### src/rtl/rojobot_pkg.sv
// rojobot_pkg: shared defaults and FSM encoding for the robot pose synchronizer
package rojobot_pkg;
  localparam int SCALING_FACTOR_DEF = 6;
  localparam int SPRITE_COLS_DEF = 34;
  localparam int SPRITE_ROWS_DEF = 34;
  typedef enum logic [1:0] {IDLE, CALC, READY, COMMIT} state_t;
endpackage

### src/rtl/robot_pose_sync_if.sv
// robot_pose_sync_if: bot CPU pose input and committed pose/sprite outputs
interface robot_pose_sync_if;
  logic upd_sysregs;
  logic [7:0] LocX_in, LocY_in, BotInfo_in;
  logic signed [31:0] LocX_reg, LocY_reg;
  logic signed [31:0] robot_screen_left, robot_screen_right, robot_screen_top, robot_screen_bottom;
  logic [7:0] BotInfo_reg, drop_count;
  logic pose_valid, commit_pulse;
  modport master (
    output upd_sysregs, LocX_in, LocY_in, BotInfo_in,
    input LocX_reg, LocY_reg, BotInfo_reg, robot_screen_left, robot_screen_right,
    input robot_screen_top, robot_screen_bottom, pose_valid, commit_pulse, drop_count
  );
  modport slave (
    input upd_sysregs, LocX_in, LocY_in, BotInfo_in,
    output LocX_reg, LocY_reg, BotInfo_reg, robot_screen_left, robot_screen_right,
    output robot_screen_top, robot_screen_bottom, pose_valid, commit_pulse, drop_count
  );
endinterface

### src/rtl/seq_mul8.sv
// seq_mul8: 8-cycle shift-add multiply of an 8-bit operand by a constant
module seq_mul8 #(
  parameter int M = 6
) (
  input logic clk,
  input logic reset,
  input logic start,
  input logic [7:0] a,
  output logic signed [31:0] p,
  output logic done
);
  logic [7:0] sh;
  logic [31:0] mk;
  logic [2:0] cnt;
  logic busy;
  always_ff @(posedge clk or negedge reset)
    if (!reset) begin
      sh <= '0;
      mk <= '0;
      cnt <= '0;
      busy <= 1'b0;
      p <= '0;
      done <= 1'b0;
    end else if (start) begin
      sh <= a;
      mk <= 32'(M);
      cnt <= '0;
      busy <= 1'b1;
      p <= '0;
      done <= 1'b0;
    end else if (busy) begin
      p <= p + (sh[0] ? mk : 32'd0);
      sh <= sh >> 1;
      mk <= mk << 1;
      cnt <= cnt + 3'd1;
      busy <= cnt != 3'd7;
      done <= cnt == 3'd7;
    end
endmodule

### src/rtl/robot_pose_sync.sv
// robot_pose_sync: stages bot poses and commits pose plus sprite bounds on vblank
module robot_pose_sync
  import rojobot_pkg::*;
#(
  parameter int SCALING_FACTOR = SCALING_FACTOR_DEF,
  parameter int SPRITE_COLS = SPRITE_COLS_DEF,
  parameter int SPRITE_ROWS = SPRITE_ROWS_DEF
) (
  input logic clk,
  input logic reset,
  input logic vblank,
  robot_pose_sync_if.slave bus
);
  localparam int CX = (SPRITE_COLS - SCALING_FACTOR) / 2;
  localparam int CY = (SPRITE_ROWS - SCALING_FACTOR) / 2;
  state_t state;
  logic pend, vb_q, dx, dy, consume, vb_rise;
  logic [7:0] sx, sy, si, wx, wy, wi;
  logic [2:0] cnt;
  logic signed [31:0] px, py;
  assign consume = (state == IDLE) && pend;
  assign vb_rise = vblank && !vb_q;
  seq_mul8 #(.M(SCALING_FACTOR)) mul_x (.clk(clk), .reset(reset), .start(consume), .a(sx), .p(px), .done(dx));
  seq_mul8 #(.M(SCALING_FACTOR)) mul_y (.clk(clk), .reset(reset), .start(consume), .a(sy), .p(py), .done(dy));
  always_ff @(posedge clk or negedge reset)
    if (!reset) begin
      pend <= 1'b0;
      sx <= '0;
      sy <= '0;
      si <= '0;
      bus.drop_count <= '0;
    end else begin
      if (bus.upd_sysregs) begin
        sx <= bus.LocX_in;
        sy <= bus.LocY_in;
        si <= bus.BotInfo_in;
      end
      pend <= bus.upd_sysregs || (pend && !consume);
      if (bus.upd_sysregs && pend && !consume && bus.drop_count != 8'hff)
        bus.drop_count <= bus.drop_count + 8'd1;
    end
  always_ff @(posedge clk or negedge reset)
    if (!reset) begin
      state <= IDLE;
      cnt <= '0;
      vb_q <= 1'b0;
      wx <= '0;
      wy <= '0;
      wi <= '0;
      bus.LocX_reg <= '0;
      bus.LocY_reg <= '0;
      bus.BotInfo_reg <= '0;
      bus.robot_screen_left <= 32'(-CX);
      bus.robot_screen_right <= 32'(SCALING_FACTOR - 1 + CX);
      bus.robot_screen_top <= 32'(-CY);
      bus.robot_screen_bottom <= 32'(SCALING_FACTOR - 1 + CY);
      bus.pose_valid <= 1'b0;
      bus.commit_pulse <= 1'b0;
    end else begin
      vb_q <= vblank;
      bus.commit_pulse <= 1'b0;
      case (state)
        IDLE: if (pend) begin
          wx <= sx;
          wy <= sy;
          wi <= si;
          cnt <= '0;
          state <= CALC;
        end
        CALC: begin
          cnt <= cnt + 3'd1;
          if (cnt == 3'd7) state <= READY;
        end
        READY: if (vb_rise && dx && dy) begin
          bus.LocX_reg <= {24'd0, wx};
          bus.LocY_reg <= {24'd0, wy};
          bus.BotInfo_reg <= wi;
          bus.robot_screen_left <= px - 32'(CX);
          bus.robot_screen_right <= px + 32'(SCALING_FACTOR - 1 + CX);
          bus.robot_screen_top <= py - 32'(CY);
          bus.robot_screen_bottom <= py + 32'(SCALING_FACTOR - 1 + CY);
          bus.commit_pulse <= 1'b1;
          bus.pose_valid <= 1'b1;
          state <= COMMIT;
        end
        COMMIT: state <= IDLE;
        default: state <= IDLE;
      endcase
    end
endmodule

### src/flat_wrapper.sv
// flat-port wrapper written by rule: the top's interface ports become plain ports
module robot_pose_sync_flat import rojobot_pkg::*;
#(
  parameter int SCALING_FACTOR = SCALING_FACTOR_DEF,
  parameter int SPRITE_COLS = SPRITE_COLS_DEF,
  parameter int SPRITE_ROWS = SPRITE_ROWS_DEF
)
  (clk, reset, vblank, bus_upd_sysregs, bus_LocX_in, bus_LocY_in, bus_BotInfo_in, bus_LocX_reg, bus_LocY_reg, bus_BotInfo_reg, bus_robot_screen_left, bus_robot_screen_right, bus_robot_screen_top, bus_robot_screen_bottom, bus_pose_valid, bus_commit_pulse, bus_drop_count);
  robot_pose_sync_if bus_i ();
  input logic clk;
  input logic reset;
  input logic vblank;
  input wire logic [$bits(bus_i.upd_sysregs)-1:0] bus_upd_sysregs;
  input wire logic [$bits(bus_i.LocX_in)-1:0] bus_LocX_in;
  input wire logic [$bits(bus_i.LocY_in)-1:0] bus_LocY_in;
  input wire logic [$bits(bus_i.BotInfo_in)-1:0] bus_BotInfo_in;
  output wire logic [$bits(bus_i.LocX_reg)-1:0] bus_LocX_reg;
  output wire logic [$bits(bus_i.LocY_reg)-1:0] bus_LocY_reg;
  output wire logic [$bits(bus_i.BotInfo_reg)-1:0] bus_BotInfo_reg;
  output wire logic [$bits(bus_i.robot_screen_left)-1:0] bus_robot_screen_left;
  output wire logic [$bits(bus_i.robot_screen_right)-1:0] bus_robot_screen_right;
  output wire logic [$bits(bus_i.robot_screen_top)-1:0] bus_robot_screen_top;
  output wire logic [$bits(bus_i.robot_screen_bottom)-1:0] bus_robot_screen_bottom;
  output wire logic [$bits(bus_i.pose_valid)-1:0] bus_pose_valid;
  output wire logic [$bits(bus_i.commit_pulse)-1:0] bus_commit_pulse;
  output wire logic [$bits(bus_i.drop_count)-1:0] bus_drop_count;
  assign bus_i.upd_sysregs = bus_upd_sysregs;
  assign bus_i.LocX_in = bus_LocX_in;
  assign bus_i.LocY_in = bus_LocY_in;
  assign bus_i.BotInfo_in = bus_BotInfo_in;
  assign bus_LocX_reg = bus_i.LocX_reg;
  assign bus_LocY_reg = bus_i.LocY_reg;
  assign bus_BotInfo_reg = bus_i.BotInfo_reg;
  assign bus_robot_screen_left = bus_i.robot_screen_left;
  assign bus_robot_screen_right = bus_i.robot_screen_right;
  assign bus_robot_screen_top = bus_i.robot_screen_top;
  assign bus_robot_screen_bottom = bus_i.robot_screen_bottom;
  assign bus_pose_valid = bus_i.pose_valid;
  assign bus_commit_pulse = bus_i.commit_pulse;
  assign bus_drop_count = bus_i.drop_count;
  robot_pose_sync #(.SCALING_FACTOR(SCALING_FACTOR), .SPRITE_COLS(SPRITE_COLS), .SPRITE_ROWS(SPRITE_ROWS)) u_core (.clk(clk), .reset(reset), .vblank(vblank), .bus(bus_i));
endmodule
### config.mk
export PLATFORM = sky130hd
export DESIGN_NAME = robot_pose_sync_flat
export DESIGN_NICKNAME = d
export VERILOG_FILES = /design/src/rtl/rojobot_pkg.sv /design/src/rtl/robot_pose_sync_if.sv /design/src/rtl/seq_mul8.sv /design/src/rtl/robot_pose_sync.sv /design/src/flat_wrapper.sv
export SDC_FILE = /design/constraint.sdc
export NUM_CORES = 1
export LEC_CHECK = 0
export ABC_AREA = 1
export CORE_UTILIZATION = 35
export CTS_BUF_LIST = sky130_fd_sc_hd__clkbuf_8
export DETAILED_ROUTE_END_ITERATION = 10
export PLACE_DENSITY = 0.54
export SYNTH_ARGS = -nofsm -noshare
export SYNTH_HDL_FRONTEND = slang
export SYNTH_HIERARCHICAL = 1
export SYNTH_SLANG_ARGS = --single-unit
### constraint.sdc
create_clock -name clk -period 2.57 [get_ports clk]
set_input_delay 0.514 -clock clk [delete_from_list [all_inputs] [get_ports clk]]
set_output_delay 0.514 -clock clk [all_outputs]
set_load 0.01 [all_outputs]
==> Yosys cells after proc, flatten, opt, wreduce, memory -nomap -nowiden <==
Cells that the tools add are included.
{ "totals": {"regBits": 371, "input_bits": 28, "out_inout_bits": 210, "word_cells": 107} }
{ "op_classes": {"n_addsub": 10, "n_eq_ne": 12, "n_mux": 34, "reduce_logical": 19} }
{ "op_table": {"columns": ["cell", "count"], "rows": [
  ["2-to-1 mux 32 bit", 10],
  ["adder 32 bit", 2],
  ["adder 32 x 6 -> 32 bit (second input constant)", 2],
  ["subtractor 32 x 5 -> 32 bit (second input constant)", 2],
  ["2-to-1 mux 8 bit", 4],
  ["2-to-1 mux 3 bit", 5],
  ["2-to-1 mux 1 bit", 10],
  ["adder 3 x 1 -> 3 bit (second input constant)", 3],
  ["equality test 3 bit (second input constant)", 3],
  ["adder 8 x 1 -> 8 bit (second input constant)", 1],
  ["logical AND 1 bit", 8],
  ["!= test 8 bit (second input constant)", 1],
  ["case mux 2 bit (4 select lines)", 1],
  ["2-to-1 mux 2 bit", 3],
  ["!= test 2 x 1 -> 1 bit (second input constant)", 3],
  ["!= test 3 bit (second input constant)", 2],
  ["case mux 3 bit (2 select lines)", 1],
  ["AND reduction 2 bit", 3],
  ["nonzero test 2 bit", 3],
  ["equality test 2 bit (second input constant)", 2],
  ["AND reduction 3 bit", 1],
  ["equality test 2 x 1 -> 1 bit (second input constant)", 1],
  ["zero test 1 bit", 2],
  ["zero test 2 bit", 1],
  ["logical OR 1 bit", 1]
]} }

==> Longest topological paths before layout <==
Gate-level depths: netlist (run 1).
{ "depth": {"ltp_word": 6, "mapped_depth": 16, "mapped_depth_nobuf": 15} }

==> Hierarchy <==
The synthesis (run 1) kept the hierarchy.
{ "modules_own_cells": {"columns": ["module", "n_inst", "cells_per_inst", "area_each_um2", "seq_area_each_um2"], "rows": [
  ["robot_pose_sync", 1, 1673, 12154.2, 5510.3],
  ["seq_mul8 at u_core.mul_y", 1, 808, 5302.6, 1876.8],
  ["seq_mul8 at u_core.mul_x", 1, 808, 5256.3, 1876.8]
]} }

==> Worst setup path before layout (run 1) <==
Ideal clock, no wire load.
{ "synth_timing": {"kind": "register to register", "from": "register u_core.mul_x.sh[0]", "to": "register u_core.mul_x.p[25]", "setup_time_ps": 117, "arrival_ps": 2060, "required_time_ps": 2453, "slack_ps": 392, "path_stages_with_launch": 16, "path_buffers": 1, "synth_period_minus_slack_ps": 2178, "path_cell_list": "dfrtp_1 > clkbuf_1 > nand2_1 > inv_1 > ha_1 > fa_1 > nand3_1 > nand3_1 > nand2_1 > nand2_1 > nand2_1 > nand2_2 > nand2_1 > nand3_1 > nand3_1 > nand2_1"} }
{ "synth_via": {"elab_chain_cells": 4} }
{ "synth_lines": {"columns": ["item", "line_no", "source"], "rows": [
  ["from (decl)", "seq_mul8.sv:12", "logic [7:0] sh;"],
  ["from (signal assigned)", "seq_mul8.sv:33", "sh <= sh >> 1;"],
  ["2-to-1 mux 32 bit", "seq_mul8.sv:32", "p <= p + (sh[0] ? mk : 32'd0);"],
  ["adder 32 bit", "seq_mul8.sv:32", null],
  ["2-to-1 mux 32 bit", "seq_mul8.sv:31", "end else if (busy) begin"],
  ["2-to-1 mux 32 bit", "seq_mul8.sv:24", "end else if (start) begin"],
  ["to (signal assigned)", "seq_mul8.sv:32", null],
  ["to (decl)", "seq_mul8.sv:9", "output logic signed [31:0] p,"]
]} }
Every way passes these cells. The select of a mux whose other input is x is not followed.
A chain may end at the register's enable or synchronous reset.

==> Worst setup path in the final report (run 1) <==
{ "layout_timing": {"from": "register u_core.bus.robot_screen_left[6]", "to": "output bus_robot_screen_left[6]"} }
{ "layout_rtl": {"columns": ["item", "line_no", "source"], "rows": [
  ["from (decl)", "robot_pose_sync_if.sv:16", "output LocX_reg, LocY_reg, BotInfo_reg, robot_screen_left, robot_screen_right,"],
  ["from (signal assigned)", "robot_pose_sync.sv:53", "bus.robot_screen_left <= 32'(-CX);"],
  ["from (signal assigned)", "robot_pose_sync.sv:78", "bus.robot_screen_left <= px - 32'(CX);"],
  ["to (decl)", "flat_wrapper.sv:20", "output wire logic [$bits(bus_i.robot_screen_left)-1:0] bus_robot_screen_left;"]
]} }
No word-level cell between the ends.

==> impl_metrics.json, run 1 <==
{
  "status": "finished, final reports clean",
  "nNetsFinal": 3626,
  "grt_antenna_before_repair": 1,
  "grt_pass1_wl_mm": 105.6,
  "critPathMaxFanout": 2,
  "ff_latch_area_mm2": 0.009264,
  "synth_compound_area_share_pct": 8.616,
  "min_path_type": "input port to flop",
  "first_global_vias": 19780,
  "synth_seq_area_share_pct": 40.79,
  "ys_ff_latch": 367,
  "synth_simple_gate_area_share_pct": 33.01,
  "finalPower_mw": 26.76,
  "num_rows": 93,
  "die_x_um": 256.7,
  "clock_skew_ps": 46.43,
  "critical-path-max-stage-delay_ps": 600,
  "final_common_cell": "nand2_1",
  "final_cell_area_mm2": 0.02723,
  "grt-ovfl-total": 0,
  "synth_mux_area_share_pct": 0,
  "ys.flop_type": "dfrtp_1",
  "synthXorXnorAreaFrac_pct": 1.812,
  "p_leak_nw": 14.52,
  "drive_above_1_share_pct": 9.267,
  "grt_max_degree": 58,
  "final_cell_mix": "nand2_1 (1240), inv_1 (477), dfrtp_1 (303)",
  "fmax_mhz": 437.2,
  "worst_slew_pin_slew_ps": 593.9,
  "cts_tree": "built",
  "ir_worst_vdd_mv": 0.4395,
  "clk_latency_ps": 640,
  "core_area_mm2": 0.06423,
  "synth_area_leaders": "dfrtp_1 (33%), nand2_1 (20%), inv_1 (7.5%)",
  "synth_cell_types": 47,
  "worstPathArrival_ps": 1770,
  "fill_cells": 6816,
  "via_per_inst": 4.579,
  "min_period_ps": 2287,
  "synth_top_area_cell": "dfrtp_1",
  "rsz0062_at_grt": "no",
  "cts_root_buf": "clkbuf_8",
  "die_h_um": 256.7,
  "drv_slew": 0,
  "drcViolationCount": 0,
  "finalCritPeriodShare_pct": 88.99,
  "dp_cells": 4301,
  "path_buf_inv": 1,
  "fin_tns_setup_ps": 0,
  "synth.top_cell.area_share_pct": 33.38,
  "vias": 20300,
  "cts_buffers": 71,
  "relSlewSlack_pct": 60.37,
  "post_cts_resized": 0,
  "synth_top_family_by_area": "simple AND/OR/NAND/NOR gates",
  "finalHoldViolCount": 0,
  "critical_path_class": "flop to primary output",
  "setup_viol": 0,
  "die_area_mm2": 0.06592,
  "drtIter0Drc": 1239,
  "fin_cells": 4432,
  "dpl_cell_area_mm2": 0.02573,
  "crit_path_start_kind": "flop",
  "dp_hpwl_mm": 49.29,
  "place_congestion": 0.9113,
  "end_kind": "primary output",
  "synthToLayoutAreaGrowth_pct": 19.89,
  "clk_path_buf_depth": 3,
  "multiInputGateArea_mm2": 0.01106,
  "drt_pass1_iterations": 7,
  "cp.required_ps": 2060,
  "crit_chain": "clkdlybuf4s50_1",
  "wl_per_cell_um": 14.61,
  "post_synth.cell_area_avg_um2": 6.906,
  "synth_warnings": 6,
  "cts_sinks": 367,
  "holdBufCountCts": 1,
  "grtUsageTotal_pct": 19.84,
  "clk_pin_slew_ps": 60,
  "htreeDepth": 3,
  "initial_utilization_pct": 35.36,
  "cpLargestDelayFamily": "flip-flops",
  "io_buffers": 189,
  "postCtsSetupRepairBufs": 0,
  "cp_slowest_cell": "dfstp_2",
  "synthAdderAreaFrac_pct": 4.363,
  "ios": 238,
  "wl_mm": 64.75,
  "async_flop_share_pct": 100.0,
  "synth_area_mm2": 0.02271,
  "p_per_area_mw_per_mm2": 982.7,
  "synth_edf_count": 0,
  "maxCapViolCount": 0,
  "synth_cells": 3289,
  "drtAntennaViolNets": 0
}
==> report_power, final <==
part / total, mW / leakage [nW] / internal, mW / switching [mW]
registers: 9.20 / 4.67 / 7.61 / 1.60
logic: 11.6 / 9.01 / 4.49 / 7.06
clock network: 6.01 / 0.843 / 3.48 / 2.53
==> Yosys cell counts, types with 3 or more instances <==
master	count
inv_1	453
a21oi_1	95
dfstp_2	64
nand3_2	7
nor2_4	6
nand3b_1	3
and2_1	5
nand2_1	1240
clkbuf_2	3
o21ai_1	29
clkinv_1	3
o21ai_0	134
or2_2	6
nor3_1	18
a2bb2oi_1	3
inv_2	13
buf_4	55
clkbuf_1	43
dfrtp_1	303
xor2_1	38
xnor2_1	9
ha_1	76
a22o_1	8
nand4_1	31
buf_2	44
nor2_1	258
nor2_2	29
nand2_2	28
o21bai_1	6
a32o_1	3
o22ai_1	56
o21a_1	3
conb_1	3
nand3_1	195
==> path summary, 6_finish.rpt <==
path / start / to / slack, ps / cells after the start
hold reg to reg: u_core/bus.robot_screen_left[20]$_DFFE_PN1P_ / u_core/bus.robot_screen_left[20]$_DFFE_PN1P_ / 460 / 2
hold / removal: vblank / u_core/vb_q$_DFF_PN0_ / 350 / 1
setup / recovery: u_core/bus.robot_screen_left[6]$_DFFE_PN1P_ / bus_robot_screen_left[6] / 280 / 1
max in group asynchronous: reset / u_core/wx[7]$_DFFE_PN0P_ / 1320 / 3
min in group asynchronous: reset / u_core/bus.robot_screen_right[13]$_DFFE_PN0P_ / 420 / 2
setup reg to reg: u_core/mul_y/sh[0]$_DFFE_PN0N_ / u_core/mul_y/p[12]$_DFFE_PN0N_ / 350 / 10
==> layer usage <==
layer	routed length, um	vias up	GRT usage (%)
li1	-	10660	-
met1	32930	9106	29.15
met2	27440	438	29.83
met3	3184	88	3.163
met4	1200	0	5.605
met5	0	-	0
==> per-stage QoR <==
step,setup slack [ps],util (%),hold slack (ps)
after CTS,219.6,42.38,284.9
after detailed placement,248.9,40.06,455.9
after global placement,261.7,40.06,451.5
after floorplan,392.3,-,218.4
final,282.9,42.40,348.9
after global routing,76.34,42.40,297.7
==> layout make-up <==
type	count	share of cell area [%]
antenna	5	0.04595
inverter	469	6.474
timing repair buffer	257	9.493
clock inverter	37	0.9741
tap	855	3.929
sequential	367	34.02
multi-input combinational	2354	40.62
clock buffer	88	4.448
==> kinds of logic (layout without fill, tap and decap cells) <==
| kind of cell | count (synthesis) | count (layout) |
|---|---|---|
| fa+ha+maj | 78 | 78 |
| buf+inv | 615 | 851 |
| compound gates | 350 | 350 |
| xor+xnor | 47 | 47 |
| simple gates | 1829 | 1829 |
| other cells | 3 | 55 |
| flops | 367 | 367 |
No activity file was read; power rests on OpenSTA's default activity.
==> run 2, diff against run 1 <==
- CTS_CLUSTER_DIAMETER: not set -> 50
==> impl_metrics.json, run 2 (same netlist as run 1, synthesis figures left out) <==
{
  "swShare_pct": 42.04,
  "clock_skew_ps": 41.81,
  "core_area_mm2": 0.06423,
  "fin_tns_setup_ps": 0,
  "final_common_cell": "nand2_1",
  "final_core_util_pct": 42.52,
  "die_x_um": 256.7,
  "cts_root_buf": "clkbuf_8",
  "end_kind": "primary output",
  "drt_pass1_iterations": 7,
  "crit_path_start_kind": "flop",
  "p_leak_nw": 14.53,
  "grt-ovfl-total": 0,
  "cp.required_ps": 2060,
  "min_path_type": "input port to flop",
  "cts_tree": "built",
  "die_h_um": 256.7,
  "cts_buffers": 74,
  "p_clk_share_pct": 23.1,
  "rsz0062_at_grt": "no",
  "place_congestion": 0.9113,
  "io_buffers": 189,
  "grt_pass1_wl_mm": 105.7,
  "critical-path-max-stage-delay_ps": 580,
  "cpLargestDelayFamily": "flip-flops",
  "grt_antenna_before_repair": 1,
  "first_global_vias": 19880,
  "num_rows": 93,
  "wl_per_cell_um": 14.61,
  "clk_pin_slew_ps": 60,
  "wl_mm": 64.88,
  "worst_slew_pin_slew_ps": 590.5,
  "post_cts_resized": 0,
  "crit_chain": "clkdlybuf4s50_1",
  "maxCapViolCount": 0,
  "final_cell_area_mm2": 0.02731,
  "drive_above_1_share_pct": 9.578,
  "via_per_inst": 4.599,
  "path_buf_inv": 1,
  "seq_power_share_pct": 34.1,
  "drtAntennaViolNets": 0,
  "final_cell_mix": "nand2_1 (1240), inv_1 (474), dfrtp_1 (303)",
  "worstPathArrival_ps": 1790,
  "setup_viol": 0,
  "fmax_mhz": 434.4,
  "vias": 20420,
  "postCtsSetupRepairBufs": 0,
  "relSlewSlack_pct": 60.59,
  "initial_utilization_pct": 35.36,
  "grtUsageTotal_pct": 19.87,
  "dp_cells": 4301,
  "clk_latency_ps": 650,
  "pre_cts_slack_ps": 248.9,
  "holdWs_ps": 354.3,
  "drcViolationCount": 0,
  "critical_path_class": "flop to primary output",
  "fin_cells": 4441,
  "dpl_cell_area_mm2": 0.02573,
  "grt_max_degree": 58,
  "clk_path_buf_depth": 3,
  "setup_ws_ps": 268.2,
  "die_area_mm2": 0.06592,
  "met1_usage_pct": 29.03,
  "internal_power_mw": 15.66,
  "power_frac_comb_pct": 42.8,
  "cts_sinks": 367,
  "critPathMaxFanout": 2,
  "htreeDepth": 3,
  "netSwitchingPower_mw": 11.36,
  "ios": 238,
  "status": "finished, final reports clean",
  "synthToLayoutAreaGrowth_pct": 20.25,
  "cp_slowest_cell": "dfstp_2",
  "drtIter0Drc": 1255,
  "finalCritPeriodShare_pct": 89.57,
  "drv_slew": 0,
  "use_met3_pct": 3.114,
  "p_per_area_mw_per_mm2": 989.4,
  "nNetsFinal": 3629,
  "min_period_ps": 2302,
  "finalHoldViolCount": 0,
  "dp_hpwl_mm": 49.29,
  "finalPower_mw": 27.02,
  "ir_worst_vdd_mv": 0.4326,
  "met2_usage_pct": 29.84,
  "top_usage_layer": "met2"
}
## run 2: cell count changes in the layout (fill, tap and decap cells not counted), sizes merged
cell      previous run  this run
clkbuf              88        89
inv                492       490
clkinvlp             3        10
clkinv               7        10
## run 2: worst paths after layout
| path | from | end | slack [ps] | cells after the start |
|---|---|---|---|---|
| worst min register to register | u_core/wi[3]$_DFFE_PN0P_ | u_core/bus.BotInfo_reg[3]$_DFFE_PN0P_ | 460 | 2 |
| max in group asynchronous | reset | u_core/wy[1]$_DFFE_PN0P_ | 1330 | 3 |
| worst max register to register | u_core/mul_y/sh[0]$_DFFE_PN0N_ | u_core/mul_y/p[12]$_DFFE_PN0N_ | 360 | 10 |
| worst min-delay path | vblank | u_core/vb_q$_DFF_PN0_ | 350 | 1 |
| worst max-delay path | u_core/bus.robot_screen_top[4]$_DFFE_PN1P_ | bus_robot_screen_top[4] | 270 | 1 |
| min in group asynchronous | reset | u_core/bus.robot_screen_top[2]$_DFFE_PN0P_ | 400 | 2 |
## run 2: layout make-up
class                      count  area [um^2]
fill                        6817        36920
multi-input combinational   2354        11060
sequential                   367         9264
timing repair buffer         257         2585
inverter                     469         1763
clock buffer                  89         1225
tap                          855         1070
clock inverter                45        332.8
antenna                        5        12.51
## run 2: metal layers
layer | vias to the layer above | share of wire (%)
met4 | 0 | 2.1
met2 | 447 | 42
met5 | - | 0
li1 | 10650 | -
met1 | 9222 | 51
met3 | 102 | 4.9
## run 2: what timing repair did
item / in CTS / in global routing
hold buffers: 1 / 0
hold endpoints to repair: 33 / 0
setup endpoints to repair: 0 / 0
## run 2: power by group through the flow
stage / Clock [mW] / Sequential (mW) / Combinational [mW]
global placement: 0 / 9.26 / 11.5
finish: 6.25 / 9.21 / 11.6
global route: 6.75 / 9.44 / 13.1
CTS: 6.51 / 9.19 / 11.6
detailed placement: 0 / 9.26 / 11.6
floorplan: 0 / 8.98 / 7.40
